--- config.mk ---
export PLATFORM = sky130hd
export DESIGN_NAME = aes_subshift_serial
export DESIGN_NICKNAME = d
export VERILOG_FILES = /design/src/rtl/aes_pkg.sv /design/src/rtl/aes_shift_rows.sv /design/src/rtl/sbox_combi.sv /design/src/rtl/aes_subshift_serial.sv
export SDC_FILE = /design/constraint.sdc
export NUM_CORES = 1
export LEC_CHECK = 0
export ABC_AREA = 1
export BUFFER_PORTS_ARGS = -buffer_cell sky130_fd_sc_hd__buf_4
export CORE_ASPECT_RATIO = 0.5
export CORE_UTILIZATION = 60
export CTS_CLUSTER_SIZE = 8
export DETAILED_ROUTE_END_ITERATION = 10
export PLACE_DENSITY = 0.8
export REMOVE_ABC_BUFFERS = 1
export SLEW_MARGIN = 20
export SYNTH_ARGS = -nofsm -noshare
export SYNTH_HDL_FRONTEND = slang
export SYNTH_SLANG_ARGS = --single-unit
--- constraint.sdc ---
create_clock -name clk -period 38.4 [get_ports clk]
set_input_delay 5.76 -clock clk [delete_from_list [all_inputs] [get_ports clk]]
set_output_delay 5.76 -clock clk [all_outputs]
set_load 0.05 [all_outputs]
--- src/rtl/aes_pkg.sv ---
// aes_pkg: shared definitions for the byte-serial SubBytes/ShiftRows stage.
//   AES_NB_BYTES   bytes per AES-128 state
//   aes_state_e    control FSM states (IDLE / SUB / DONE)
//   byte_of        extracts byte k of a state (byte 0 is the MSB byte)
//   shift_idx      source byte index for (Inv)ShiftRows output byte r+4c
package aes_pkg;

    localparam int AES_NB_BYTES = 16;

    typedef enum logic [1:0] {
        IDLE = 2'd0,
        SUB  = 2'd1,
        DONE = 2'd2
    } aes_state_e;

    function automatic logic [7:0] byte_of(input logic [127:0] state, input int k);
        return state[127-8*k -: 8];
    endfunction

    // Forward rotates row r left by r columns, inverse rotates it right.
    function automatic int shift_idx(input int r, input int c, input logic fwd);
        if (fwd) begin
            return r + 4 * ((c + r) % 4);
        end
        return r + 4 * ((c - r + 4) % 4);
    endfunction

endpackage

--- src/rtl/aes_shift_rows.sv ---
// aes_shift_rows: combinational ShiftRows / InvShiftRows byte permutation.
//   fwd_i    1 = ShiftRows, 0 = InvShiftRows
//   state_i  128-bit state, byte k at [127-8k -: 8], k = row + 4*col
//   state_o  permuted state, same byte ordering
module aes_shift_rows
    import aes_pkg::*;
(
    input  logic         fwd_i,
    input  logic [127:0] state_i,
    output logic [127:0] state_o
);

    for (genvar gi = 0; gi < AES_NB_BYTES; gi++) begin : g_byte
        localparam int SRC_F = shift_idx(gi % 4, gi / 4, 1'b1);
        localparam int SRC_I = shift_idx(gi % 4, gi / 4, 1'b0);
        assign state_o[127-8*gi -: 8] = fwd_i ? state_i[127-8*SRC_F -: 8]
                                              : state_i[127-8*SRC_I -: 8];
    end

endmodule

--- src/rtl/sbox_combi.sv ---
// sbox_combi: purely combinational AES S-box / inverse S-box.
//   fwd_i   1 = forward S-box, 0 = inverse S-box
//   byte_i  input byte
//   byte_o  substituted byte
// Built from the GF(2^8) multiplicative inverse plus the affine map rather
// than a lookup table, so one instance covers both directions.
module sbox_combi (
    input  logic       fwd_i,
    input  logic [7:0] byte_i,
    output logic [7:0] byte_o
);

    function automatic logic [7:0] rotl(input logic [7:0] b, input int n);
        return (b << n) | (b >> (8 - n));
    endfunction

    // Multiply modulo x^8 + x^4 + x^3 + x + 1.
    function automatic logic [7:0] gf_mul(input logic [7:0] a, input logic [7:0] b);
        logic [7:0] p;
        logic [7:0] aa;
        logic [7:0] bb;
        logic       carry;
        p  = 8'h00;
        aa = a;
        bb = b;
        for (int i = 0; i < 8; i++) begin
            if (bb[0]) p = p ^ aa;
            carry = aa[7];
            aa    = {aa[6:0], 1'b0};
            if (carry) aa = aa ^ 8'h1b;
            bb    = {1'b0, bb[7:1]};
        end
        return p;
    endfunction

    // x^254 == x^-1 for x != 0, and maps 0 to 0 as the S-box requires.
    function automatic logic [7:0] gf_inv(input logic [7:0] x);
        logic [7:0] p;
        logic [7:0] acc;
        p   = x;
        acc = 8'h01;
        for (int i = 1; i < 8; i++) begin
            p   = gf_mul(p, p);
            acc = gf_mul(acc, p);
        end
        return acc;
    endfunction

    logic [7:0] inv_in;
    logic [7:0] inv_out;

    always_comb begin
        // Inverse direction undoes the affine map before inverting.
        inv_in  = fwd_i ? byte_i
                        : (rotl(byte_i, 1) ^ rotl(byte_i, 3) ^ rotl(byte_i, 6) ^ 8'h05);
        inv_out = gf_inv(inv_in);
        byte_o  = fwd_i ? (inv_out ^ rotl(inv_out, 1) ^ rotl(inv_out, 2)
                           ^ rotl(inv_out, 3) ^ rotl(inv_out, 4) ^ 8'h63)
                        : inv_out;
    end

endmodule

--- src/rtl/aes_subshift_serial.sv ---
// aes_subshift_serial: byte-serial SubBytes + (Inv)ShiftRows round stage.
// One 128-bit state is accepted per in_valid/in_ready handshake, its bytes
// are substituted LANES per cycle in place, and the (Inv)ShiftRows result is
// offered on out_state under out_valid/out_ready.
//   clk, rst       clock, asynchronous active-high reset
//   in_valid/in_ready/in_en_or_de/in_state   input handshake, mode, state
//   out_valid/out_ready/out_state            output handshake and result
//   busy           FSM not idle
// Parameter LANES (1,2,4,8,16): S-box instances / bytes per cycle.
// Macro AES_SUBSHIFT_OVERLAP_EN: when defined, a new block may be accepted
// on the same edge as the output handshake (no idle bubble).
module aes_subshift_serial
    import aes_pkg::*;
#(
    parameter int LANES = 1
) (
    input  logic         clk,
    input  logic         rst,
    input  logic         in_valid,
    output logic         in_ready,
    input  logic         in_en_or_de,
    input  logic [127:0] in_state,
    output logic         out_valid,
    input  logic         out_ready,
    output logic [127:0] out_state,
    output logic         busy
);

    localparam int NGROUPS = AES_NB_BYTES / LANES;
    localparam int CNT_W   = (NGROUPS > 1) ? $clog2(NGROUPS) : 1;
    localparam logic [CNT_W-1:0] CNT_LAST = CNT_W'(NGROUPS - 1);

    if (LANES != 1 && LANES != 2 && LANES != 4 && LANES != 8 && LANES != 16) begin : g_lanes_check
        $error("aes_subshift_serial: LANES must be 1, 2, 4, 8 or 16");
    end

    aes_state_e       state_q;
    logic [CNT_W-1:0] cnt_q;
    logic             mode_q;
    logic [127:0]     buf_q;
    logic [127:0]     sub_buf_d;
    logic [7:0]       lane_in  [LANES];
    logic [7:0]       lane_out [LANES];
    logic             accept;

    // cnt_q counts groups of LANES bytes; lane gi works on byte cnt*LANES+gi.
    for (genvar gi = 0; gi < LANES; gi++) begin : g_lane
        assign lane_in[gi] = byte_of(buf_q, int'(cnt_q) * LANES + gi);
        sbox_combi u_sbox (
            .fwd_i  (mode_q),
            .byte_i (lane_in[gi]),
            .byte_o (lane_out[gi])
        );
    end

    // Write-back: only the bytes of the current group take an S-box result.
    for (genvar gi = 0; gi < AES_NB_BYTES; gi++) begin : g_wb
        localparam int GRP = gi / LANES;
        localparam int LN  = gi % LANES;
        assign sub_buf_d[127-8*gi -: 8] = (int'(cnt_q) == GRP) ? lane_out[LN]
                                                               : buf_q[127-8*gi -: 8];
    end

`ifdef AES_SUBSHIFT_OVERLAP_EN
    assign in_ready = (state_q == IDLE) || ((state_q == DONE) && out_ready);
`else
    assign in_ready = (state_q == IDLE);
`endif

    assign accept    = in_valid && in_ready;
    assign out_valid = (state_q == DONE);
    assign busy      = (state_q != IDLE);

    aes_shift_rows u_shift (
        .fwd_i   (mode_q),
        .state_i (buf_q),
        .state_o (out_state)
    );

    always_ff @(posedge clk or posedge rst) begin
        if (rst) begin
            state_q <= IDLE;
            cnt_q   <= '0;
            mode_q  <= 1'b1;
            buf_q   <= '0;
        end else begin
            case (state_q)
                IDLE: begin
                    if (accept) begin
                        buf_q   <= in_state;
                        mode_q  <= in_en_or_de;
                        cnt_q   <= '0;
                        state_q <= SUB;
                    end
                end
                SUB: begin
                    buf_q <= sub_buf_d;
                    if (cnt_q == CNT_LAST) begin
                        cnt_q   <= '0;
                        state_q <= DONE;
                    end else begin
                        cnt_q <= cnt_q + 1'b1;
                    end
                end
                DONE: begin
                    // accept can only be true here when overlap is enabled.
                    if (out_ready) begin
                        if (accept) begin
                            buf_q   <= in_state;
                            mode_q  <= in_en_or_de;
                            cnt_q   <= '0;
                            state_q <= SUB;
                        end else begin
                            state_q <= IDLE;
                        end
                    end
                end
                default: state_q <= IDLE;
            endcase
        end
    end

endmodule

==> metrics.cfg <==
[final_layout]
final_nets = 5674
drive_gt1_share_pct = 13.4
syn_to_final_growth_pct = 5.60
fillers = 4598
multiInputGateArea_um2 = 21300
mostFrequentLayoutCell = nand2_1
layout_common_cells = nand2_1 (2276), nand3_1 (765), inv_1 (529), nor2_1 (372), buf_4 (277)
ff_latch_area_um2 = 3380

[routing]
wl_met3_mm = 11.6
routed_wirelength_mm = 105
dr.pass1.iters = 11
vias = 36300
wl_met1_mm = 42.1
post_drt_wl_per_cell_um = 16.9
avgViaCountPerCell = 5.86
ant_nets = 0
drt-initial-drc-count = 5357
route.met2.wl_mm = 46.2
drc = 0
topRoutingLayerUsed = met4

[flow_run]
maxCapViolCount = 0

[worst_setup_path]
reg2reg_depth = 116
slowest_delay_ns = 0.64
crit_arrival_ns = 19.68
rrSetupSlack_ns = 19.07
cp.required_ns = 38.75
critical_path.slowest_cell = inv_2
critical_path_class = reg2reg
crit_end = buf_q[7]
crit_path_start = cnt_q[0]
start_kind = flop
crit_top_cell = nand2_1
reg2reg_to = buf_q[7]
end_kind = flop
worstPathMaxFanout = 76
r2r_start = cnt_q[0]

[yosys]
synthSimpleGateAreaFrac_pct = 56.8
yosysTopAreaCell = nand2_1
netlist-cell-type-count = 54
synthAdderAreaFrac_pct = 0.474
mappedNetlistArea_um2 = 29000
synth_xor_area_share_pct = 6.18
synthCells = 5473
synth_warnings = 0
synth.area.mux_share_pct = 0
ys_seq_elements = 135
synth.avg_cell_area_um2 = 5.31
synth_top_cell_area_share_pct = 29.4
synth_compound_area_share_pct = 9.93
synth_area_leaders = nand2_1 (29%), nand3_1 (13%), dfrtp_1 (12%)
ys_seq_area_share_pct = 11.6
synth_top_family_by_area = simple AND/OR/NAND/NOR gates

[timing]
tns_ns = 0
fin_crit_ns = 19.33
rsz0062_at_grt = no
period_share_pct = 50.3
max_freq_mhz = 51.7
fin_skew_ns = 0.0161
worst-slew-pin-transition_ns = 1.04
timing.slew.headroom_pct = 30.6
finalSetupViolCount = 0
report.final.slew_viol_count = 0
hold_viol_final = 0

[clocking]
post_cts_resized = 0
cts_max_level = 4
cts-buffers-inserted = 17
cts_max_path_buffers = 2
cts_tree = yes
cts_root_buffer = clkbuf_16
clkSinkCount = 135
cts_hold_buf = 0
clk_latency_ns = 0.44
clk_pin_slew_ns = 0.07
cts_setup_buffers = 0

[place]
numPortBuffers = 263
dp_hpwl_mm = 79.2
gp_congestion = 1.02

[outcome]
status = finished, final reports clean

[floorplanning]
die_y_um = 158
num_rows = 56
dieArea_um2 = 49300
ioPinCount = 264
initial_core_util_pct = 61.4
core_um2 = 47300
die_w_um = 313

[global_routing]
grt_overflow = 0
antenna_found_initial = 1
grt_usage_pct = 40.5
grt_pass1_wl_mm = 163
grt_max_degree = 111
grt_pass1_vias = 31400

[hold_path]
min_from = state_q[0]
hold_path.class = reg2reg

per-stage QoR:
step	hold WS (ns)	area, µm²	utilization, %	std cells	setup slack, ns
after floorplan	0.490	27100	-	5233	22.41
after global placement	0.501	30000	63.5	6149	19.65
after detailed placement	0.535	30000	63.5	6149	19.81
after CTS	0.534	30700	64.8	6181	19.72
after global routing	0.549	30700	64.9	6182	17.26
final	0.536	30700	64.9	6182	19.07
final cells by class:
type | count | share of cell area, %
Inverter | 642 | 7.95
Tap cell | 638 | 2.60
Multi-Input combinational cell | 4456 | 69.5
Clock inverter | 15 | 0.673
Sequential cell | 135 | 11.0
Clock buffer | 17 | 1.39
Antenna cell | 1 | 0.00816
Timing Repair Buffer | 278 | 6.82
state kept, by name, indices dropped and copies added, names as in the netlist:
name     cells
cnt_q        4
state_q      2
buf_q      128
mode_q       1
cell usage after synthesis, drive strengths merged:
master / instances
nor3: 2
nand3b: 48
xor2: 128
buf: 205
clkbuf: 27
or2: 14
clkinv: 10
inv: 632
o21ai: 133
a31oi: 1
o32ai: 1
ha: 11
xnor3: 1
nor2: 387
a21o: 2
and2: 1
nand3: 788
o21bai: 22
dlygate4sd3: 8
nand2b: 1
dfstp: 1
o211ai: 20
a21oi: 287
xnor2: 49
o22ai: 4
nand2: 2472
dfrtp: 134
nand4: 84
worst max-delay path, delay by kind of cell (launching register included):
family,cells,cell delay [ns]
flops,1,0.34
simple gates,90,12.73
fa+ha+maj,5,1.92
compound gates,3,0.89
buf+inv,17,3.03
xor+xnor,1,0.19
cell families (layout without fill, tap and decap cells):
logic type | count (synthesis) | after routing
AO/OA/AOI/OAI | 470 | 470
other | 0 | 1
XOR/XNOR | 178 | 178
buffers and inverters | 882 | 952
adder cells (fa/ha/maj) | 11 | 11
flip-flops | 135 | 135
AND/OR/NAND/NOR | 3797 | 3797
layer usage:
layer,vias up,GRT usage [%]
li1,17300,-
met1,16300,53.0
met2,2318,66.3
met3,362,5.67
met4,0,18.6
met5,-,0
how the worst min path moves through the flow:
stage | endpoint | slack, ns | cells after the start
floorplan | state_q[1] | 0.49 | 1
finish | state_q[1] | 0.54 | 1
CTS | state_q[1] | 0.53 | 1
global placement | state_q[1] | 0.50 | 1
global route | state_q[1] | 0.55 | 1
detailed placement | buf_q[2] | 0.54 | 2
Power is left out: the tool's default activity adds up to more than one toggle a clock period on the data nets, which glitch-free logic cannot reach.
